--- src/rtl/pipe_hazard_unit.sv ---
// pipe_hazard_unit: hazard, forwarding and stage-enable control for the
// in-order MIPS pipeline, with its own tracker of in-flight producers.
module pipe_hazard_unit #(
  parameter int AW             = 5,
  parameter int DEPTH          = 3,
  parameter int LOAD_POS       = 2,
  parameter int STORE_LATE_FWD = 1,
  parameter int BR_BUBBLES     = 0,
  parameter int CNT_W          = 32
) (
  input  logic             clk,
  input  logic             rst,
  input  logic             id_valid,
  input  logic             id_rs_used,
  input  logic             id_rt_used,
  input  logic [AW-1:0]    id_rs_addr,
  input  logic [AW-1:0]    id_rt_addr,
  input  logic             id_wen,
  input  logic [AW-1:0]    id_waddr,
  input  logic             id_is_load,
  input  logic             id_is_store,
  input  logic             branch_taken,
  input  logic             ext_stall,
  input  logic             debug_en,
  input  logic             debug_step,
  output logic [2:0]       fwd_a,
  output logic [2:0]       fwd_b,
  output logic             store_fwd_late,
  output logic             if_en,
  output logic             id_en,
  output logic             pipe_en,
  output logic             id_flush,
  output logic             exe_bubble,
  output logic             hazard_stall,
  output logic [CNT_W-1:0] stall_cnt,
  output logic [CNT_W-1:0] flush_cnt
);

  localparam int SQ_W = (BR_BUBBLES > 0) ? $clog2(BR_BUBBLES + 1) : 1;
  localparam logic [SQ_W-1:0] SQ_LOAD = SQ_W'(BR_BUBBLES);
  localparam logic [2:0] LP      = 3'(LOAD_POS);
  localparam logic [2:0] LP_LATE = 3'(LOAD_POS - 1);
  localparam bit SLF = (STORE_LATE_FWD != 0);

  typedef enum logic [1:0] {S_RUN, S_HALT, S_STEP} dbg_t;

  logic          tv [1:DEPTH];
  logic [AW-1:0] ta [1:DEPTH];
  logic          tl [1:DEPTH];

  logic [SQ_W-1:0] sq;
  dbg_t state, state_nx;
  logic step_prev, halt, freeze;

  logic hit_a, hit_b, ld_a, ld_b;
  logic [2:0] k_a, k_b;
  logic use_a, use_b, stall_a, stall_b, late_b, push;

  // Scan oldest-to-youngest so the youngest producer wins.
  always_comb begin
    hit_a = 1'b0;
    ld_a  = 1'b0;
    k_a   = '0;
    hit_b = 1'b0;
    ld_b  = 1'b0;
    k_b   = '0;
    for (int k = DEPTH; k >= 1; k--) begin
      if (tv[k] && ta[k] == id_rs_addr) begin
        hit_a = 1'b1;
        ld_a  = tl[k];
        k_a   = 3'(k);
      end
      if (tv[k] && ta[k] == id_rt_addr) begin
        hit_b = 1'b1;
        ld_b  = tl[k];
        k_b   = 3'(k);
      end
    end
  end

  assign use_a   = id_rs_used && (id_rs_addr != '0) && hit_a;
  assign use_b   = id_rt_used && (id_rt_addr != '0) && hit_b;
  assign stall_a = use_a && ld_a && (k_a < LP);
  assign late_b  = use_b && ld_b && id_is_store && SLF
                   && (k_b == LP_LATE);
  assign stall_b = use_b && ld_b && (k_b < LP) && !late_b;

  assign fwd_a = (use_a && !stall_a) ? k_a : 3'd0;
  assign fwd_b = (use_b && !stall_b && !late_b) ? k_b : 3'd0;
  assign store_fwd_late = late_b && id_valid;
  assign hazard_stall   = (stall_a || stall_b) && id_valid;
  assign id_flush       = (sq != '0);
  assign push = id_valid && id_wen && (id_waddr != '0);

  always_ff @(posedge clk or posedge rst) begin
    if (rst) begin
      state     <= S_RUN;
      step_prev <= 1'b0;
    end else begin
      state     <= state_nx;
      step_prev <= debug_step;
    end
  end

  always_comb begin
    state_nx = state;
    unique case (state)
      S_RUN:  if (debug_en) state_nx = S_HALT;
      S_HALT: begin
        if (!debug_en)
          state_nx = S_RUN;
        else if (debug_step && !step_prev)
          state_nx = S_STEP;
      end
      S_STEP: state_nx = debug_en ? S_HALT : S_RUN;
      default: state_nx = S_RUN;
    endcase
  end

  always_comb halt = (state == S_HALT);

  assign freeze = rst || halt;

  always_comb begin
    if_en      = 1'b0;
    id_en      = 1'b0;
    pipe_en    = 1'b0;
    exe_bubble = 1'b0;
    priority case (1'b1)
      freeze:    ;
      ext_stall: ;
      hazard_stall: begin
        pipe_en    = 1'b1;
        exe_bubble = 1'b1;
      end
      default: begin
        if_en   = 1'b1;
        id_en   = 1'b1;
        pipe_en = 1'b1;
      end
    endcase
  end

  always_ff @(posedge clk or posedge rst) begin
    if (rst) begin
      for (int k = 1; k <= DEPTH; k++) begin
        tv[k] <= 1'b0;
        ta[k] <= '0;
        tl[k] <= 1'b0;
      end
    end else if (pipe_en) begin
      for (int k = DEPTH; k >= 2; k--) begin
        tv[k] <= tv[k-1];
        ta[k] <= ta[k-1];
        tl[k] <= tl[k-1];
      end
      tv[1] <= push && !exe_bubble && !id_flush;
      ta[1] <= id_waddr;
      tl[1] <= id_is_load;
    end
  end

  always_ff @(posedge clk or posedge rst) begin
    if (rst) begin
      sq        <= '0;
      stall_cnt <= '0;
      flush_cnt <= '0;
    end else begin
      if (id_en && branch_taken && id_valid)
        sq <= SQ_LOAD;
      else if (id_en && sq != '0)
        sq <= sq - SQ_W'(1);
      if (hazard_stall && !halt && !ext_stall && !(&stall_cnt))
        stall_cnt <= stall_cnt + CNT_W'(1);
      if (id_flush && id_en && !(&flush_cnt))
        flush_cnt <= flush_cnt + CNT_W'(1);
    end
  end

endmodule
--- config.mk ---
export PLATFORM = sky130hd
export DESIGN_NAME = pipe_hazard_unit
export DESIGN_NICKNAME = d
export VERILOG_FILES = /design/src/rtl/pipe_hazard_unit.sv
export SDC_FILE = /design/constraint.sdc
export NUM_CORES = 1
export LEC_CHECK = 0
export CORE_ASPECT_RATIO = 1.25
export CORE_MARGIN = 2
export CORE_UTILIZATION = 40
export CTS_CLUSTER_SIZE = 20
export DETAILED_ROUTE_END_ITERATION = 8
export DONT_BUFFER_PORTS = 1
export MAX_ROUTING_LAYER = met4
export PLACE_DENSITY = 0.51
export SLEW_MARGIN = 25
export SYNTH_ARGS = -nofsm -noshare
export SYNTH_HDL_FRONTEND = slang
export SYNTH_SLANG_ARGS = --single-unit
--- constraint.sdc ---
create_clock -name clk -period 4.3 [get_ports clk]
set_input_delay 0.645 -clock clk [delete_from_list [all_inputs] [get_ports clk]]
set_output_delay 0.645 -clock clk [all_outputs]
set_load 0.02 [all_outputs]
After elaboration in Yosys (flattened, before gate mapping)
Index checks and enable logic that the tools add are counted.

Add/subtract/negate cells: 3. $lt $le $gt $ge: 2. Equality and inequality tests: 11. Mux-type cells: 35. Reductions and logical operators: 54.

Operator list (number): adder 32 x 1 -> 32 bit, second input constant (2); AND reduction 32 bit (2); logical AND 1 bit (34); equality test 5 bit (6); two-way mux 1 bit (23); nonzero test 5 bit (3); two-way mux 2 bit (7); two-way mux 3 bit (4); zero test 1 bit (10); less-than comparator 3 x 2 -> 1 bit, second input constant (2); one-hot mux 2 bit (3 select lines) (1); equality test 3 x 1 -> 1 bit, second input constant (1); inequality test 3 x 2 -> 1 bit, second input constant (1); equality test 2 x 1 -> 1 bit, second input constant (1); equality test 2 bit, second input constant (1); zero test 2 bit (1); logical OR 1 bit (2); inequality test 2 bit, second input constant (1); AND reduction 2 bit (1); nonzero test 2 bit (1); subtractor 1 bit, second input constant (1).

Register bits after elaboration: 89. Bits of input ports: 27. Output and inout port bits: 77.

Longest topological paths before layout
Depth in word-level cells: 19. Depth in mapped cells: 9.

Worst setup path after synthesis
Ideal clock, no wire load.

Path kind: input -> output. From: input port id_rt_addr[1]. To: output port if_en. Arrival time: 2.308 ns. Required time: 3.655 ns. Setup slack: 1.347 ns. Stages: 7. Path buffers: 1. Path through: or4_1 -> o21ai_2 -> nor3b_1 -> a21oi_2 -> inv_2 -> nor2_1 -> buf_4.

Longest elaborated chain between the ends: 16. Elaborated cells on any way between the ends: 31.

RTL lines: start: declaration (RTL line 17) `input logic [AW-1:0] id_rt_addr,`; branches (longest 10 deep; another with less-than comparator 3 x 2 -> 1 bit); logical AND 1 bit * (RTL line 86) `assign stall_b = use_b && ld_b && (k_b < LP) && !late_b;`; logical OR 1 bit * (RTL line 91) `assign hazard_stall = (stall_a || stall_b) && id_valid;`; logical AND 1 bit * (RTL line 91); two-way mux 1 bit * (3 in a row); end: declaration (RTL line 29) `output logic if_en,`.

Every way passes the cells marked *.

Final worst setup path
From: input port id_rt_addr[1]. To: output port if_en.

Longest elaborated chain between the ends: 16. Elaborated cells on any way between the ends: 31.

RTL lines: branches (longest 10 deep; another with less-than comparator 3 x 2 -> 1 bit); logical AND 1 bit * (RTL line 86); logical OR 1 bit * (RTL line 91); logical AND 1 bit * (RTL line 91); via hazard_stall (RTL line 34) `output logic hazard_stall,`; two-way mux 1 bit * (3 in a row).

Mark *: on every way through the listed nets, which the timed path passes.

==> impl_metrics.ini <==
[synthesis]
yosysSeqAreaShare_pct = 47.36
synth_common_cells = 87 x dfrtp_1, 59 x xor2_1, 44 x nand2_1, 43 x nand4_1
synth_top_area_share_pct = 47.36
yosys_warnings = 0
syn_avg_cell_area_um2 = 10.04
yosysMostFrequentCell = dfrtp_1
synthFlopType = dfrtp_1
ys_seq_elements = 87
synth-edff-count = 0
synth_cells = 458
yosys-top-cells-area = dfrtp_1 47%, xor2_1 11%, xnor2_1 6.1%, nand4_1 5.9%, mux2_2 3.9%
syn_area_mm2 = 0.004597
yosysTopAreaCell = dfrtp_1
synthDistinctLibCells = 35
ys_async_sr_fraction_pct = 100.0

[global_routing]
antenna_found_initial = 0
grt_overflow = 0
gr-usage-all-layers_pct = 19.64
grt_pass1_wl_um = 18500
grt_max_degree = 53
grt_pass1_vias = 3510

[worst_hold_path]
hold_class = primary input to asynchronous set/reset pin

[cts]
tritoncts = built
cts.sinks = 87
clk_transition_reported_paths_ns = 0.07
cts_buffer_depth = 2
post_cts_resized = 0
h-tree-depth = 3
cts_root_buf = clkbuf_16
post_cts_buffers = 0
cts_hold_buf = 0
insertion_delay_ns = 0.34
cts_made_buffers = 9

[layout]
nFillCells = 1070
stdcell_count = 593
multi_input_area_mm2 = 0.002322
area_growth_pct = 9.145
design_area_mm2 = 0.005017
final-seq-area_mm2 = 0.002177
finalNetCount = 483
drive_gt1_share_pct = 9.170
diodes = 0

[pwr]
power_density_mw_per_mm2 = 380.6
p_leak_nw = 2.330
total_power_mw = 1.910
ir_worst_vdd_uv = 164.2

[timing]
max_slew.worst_pin.slew_ns = 0.9130
fmax_mhz = 310.1
rsz0062_at_grt = false
relSlewSlack_pct = 38.57
hold_viol_final = 0
finalSetupViolations = 0
slew_viol_final = 0
holdWs_ns = 0.2773
fin_setup_tns_ns = 0
final.min_clock_period_ns = 3.225
period_share_pct = 75.00
finClkSkew_ns = 0.008617

[die]
fp.coreArea_mm2 = 0.01114
num_io_pins = 104
rows = 43
dieHeight_um = 123.9
die_area_mm2 = 0.01237
die_w_um = 99.89
start_util_pct = 41.28

[route]
wl_per_cell_um = 18.94
wirelength_um = 11230
viasPerCell = 5.755
drt_first_pass_iters = 4
drt_iter0_drc = 106
drc = 0
dr_total_vias = 3413
postRouteAntennaNets = 0

[job]
cap_violations = 0

[critical_path]
critPathKind = primary input to output pin
crit_fanout = 18
arrival_ns = 2.58
crit_path_start_kind = primary input
endpoint_kind = output pin
worst_ep_required_time_ns = 3.65

[place]
dpl.hpwl_um = 8041
placed_cells = 578
place_area_mm2 = 0.004718
io_buffers = 0
place_congestion = 0.8581

[status]
status = completed
## placed cells by master, fill, tap and decap left out, types with 2 or more instances in the layout
master	n
clkbuf_16	9
nor4_1	17
nand4_1	43
nor4b_1	4
mux2_2	16
nand2_1	44
ha_1	2
xnor2_1	32
xor2_1	59
clkbuf_8	2
and2_1	5
nor2b_1	6
o21ai_0	3
nor3_1	32
buf_4	5
or4_1	6
nand2b_1	2
and3_1	16
or3_1	3
conb_1	2
nand3_1	20
clkinv_2	3
and4_1	8
nor2_1	20
dfrtp_1	87
## flip-flops by register name, indices dropped and copies added, names as in the netlist
name	count
state	2
ta	15
stall_cnt	32
step_prev	1
flush_cnt	32
tl	1
id_flush	1
tv	3
## report_power, final
group,internal (mW),switching (mW)
Clock,0.476,0.314
Combinational,0.0957,0.0833
Sequential,0.871,0.0696
## path summary, 6_finish.rpt
| check | startpoint | to | slack, ns | depth (start not counted) |
|---|---|---|---|---|
| worst max-delay path | id_rt_addr[1] | if_en | 1.07 | 6 |
| worst min-delay path | rst | flush_cnt[11] | 0.28 | 1 |
| worst max register to register | stall_cnt[0] | stall_cnt[1] | 1.24 | 7 |
| worst min register to register | tv[0] | tv[0] | 0.56 | 1 |
| max in group asynchronous | rst | stall_cnt[29] | 3.10 | 2 |
| min in group clk | debug_step | step_prev | 0.33 | 0 |
## worst max-delay path: stages
cell     delay (ns)
or4_1          0.56
o21ai_2        0.21
nor3b_1        0.11
a21oi_4        0.18
inv_2          0.21
nor2_1         0.66
## per-stage QoR
| stage | setup slack [ns] | util, % |
|---|---|---|
| floorplan | 1.347 | - |
| global placement | 1.100 | 42.37 |
| detailed placement | 1.079 | 42.37 |
| CTS | 1.079 | 45.04 |
| global route | 0.9654 | 45.05 |
| finish | 1.075 | 45.05 |
## metal layers
metal | vias to the layer above | share of wire [%] | GRT usage [%]
met2 | 86 | 51 | 32.98
met3 | 14 | 6.6 | 6.004
met5 | - | 0 | -
li1 | 1625 | - | -
met1 | 1688 | 41 | 22.63
met4 | 0 | 1.4 | 6.336
## final cells by class
cell class | count | share of cell area, %
multi-input combinational | 348 | 46.28
sequential | 87 | 43.39
clock buffer | 11 | 5.037
tap | 135 | 3.367
clock inverter | 4 | 0.8978
timing repair buffer | 5 | 0.7481
inverter | 3 | 0.2743
## cells by family (layout without fill, tap and decap cells)
group,after synthesis,after routing,synth area share [%]
other,1,2,0.08158
adders and majority gates,2,2,0.5443
AOI/OAI and AO/OA,8,8,1.116
muxes,16,16,3.919
buffers and inverters,24,23,2.368
xor gates and xnor gates,91,91,17.34
and+or+nand+nor,229,229,27.27
DFF,87,87,47.36
Note: power is estimated with default switching activity, not from simulation.
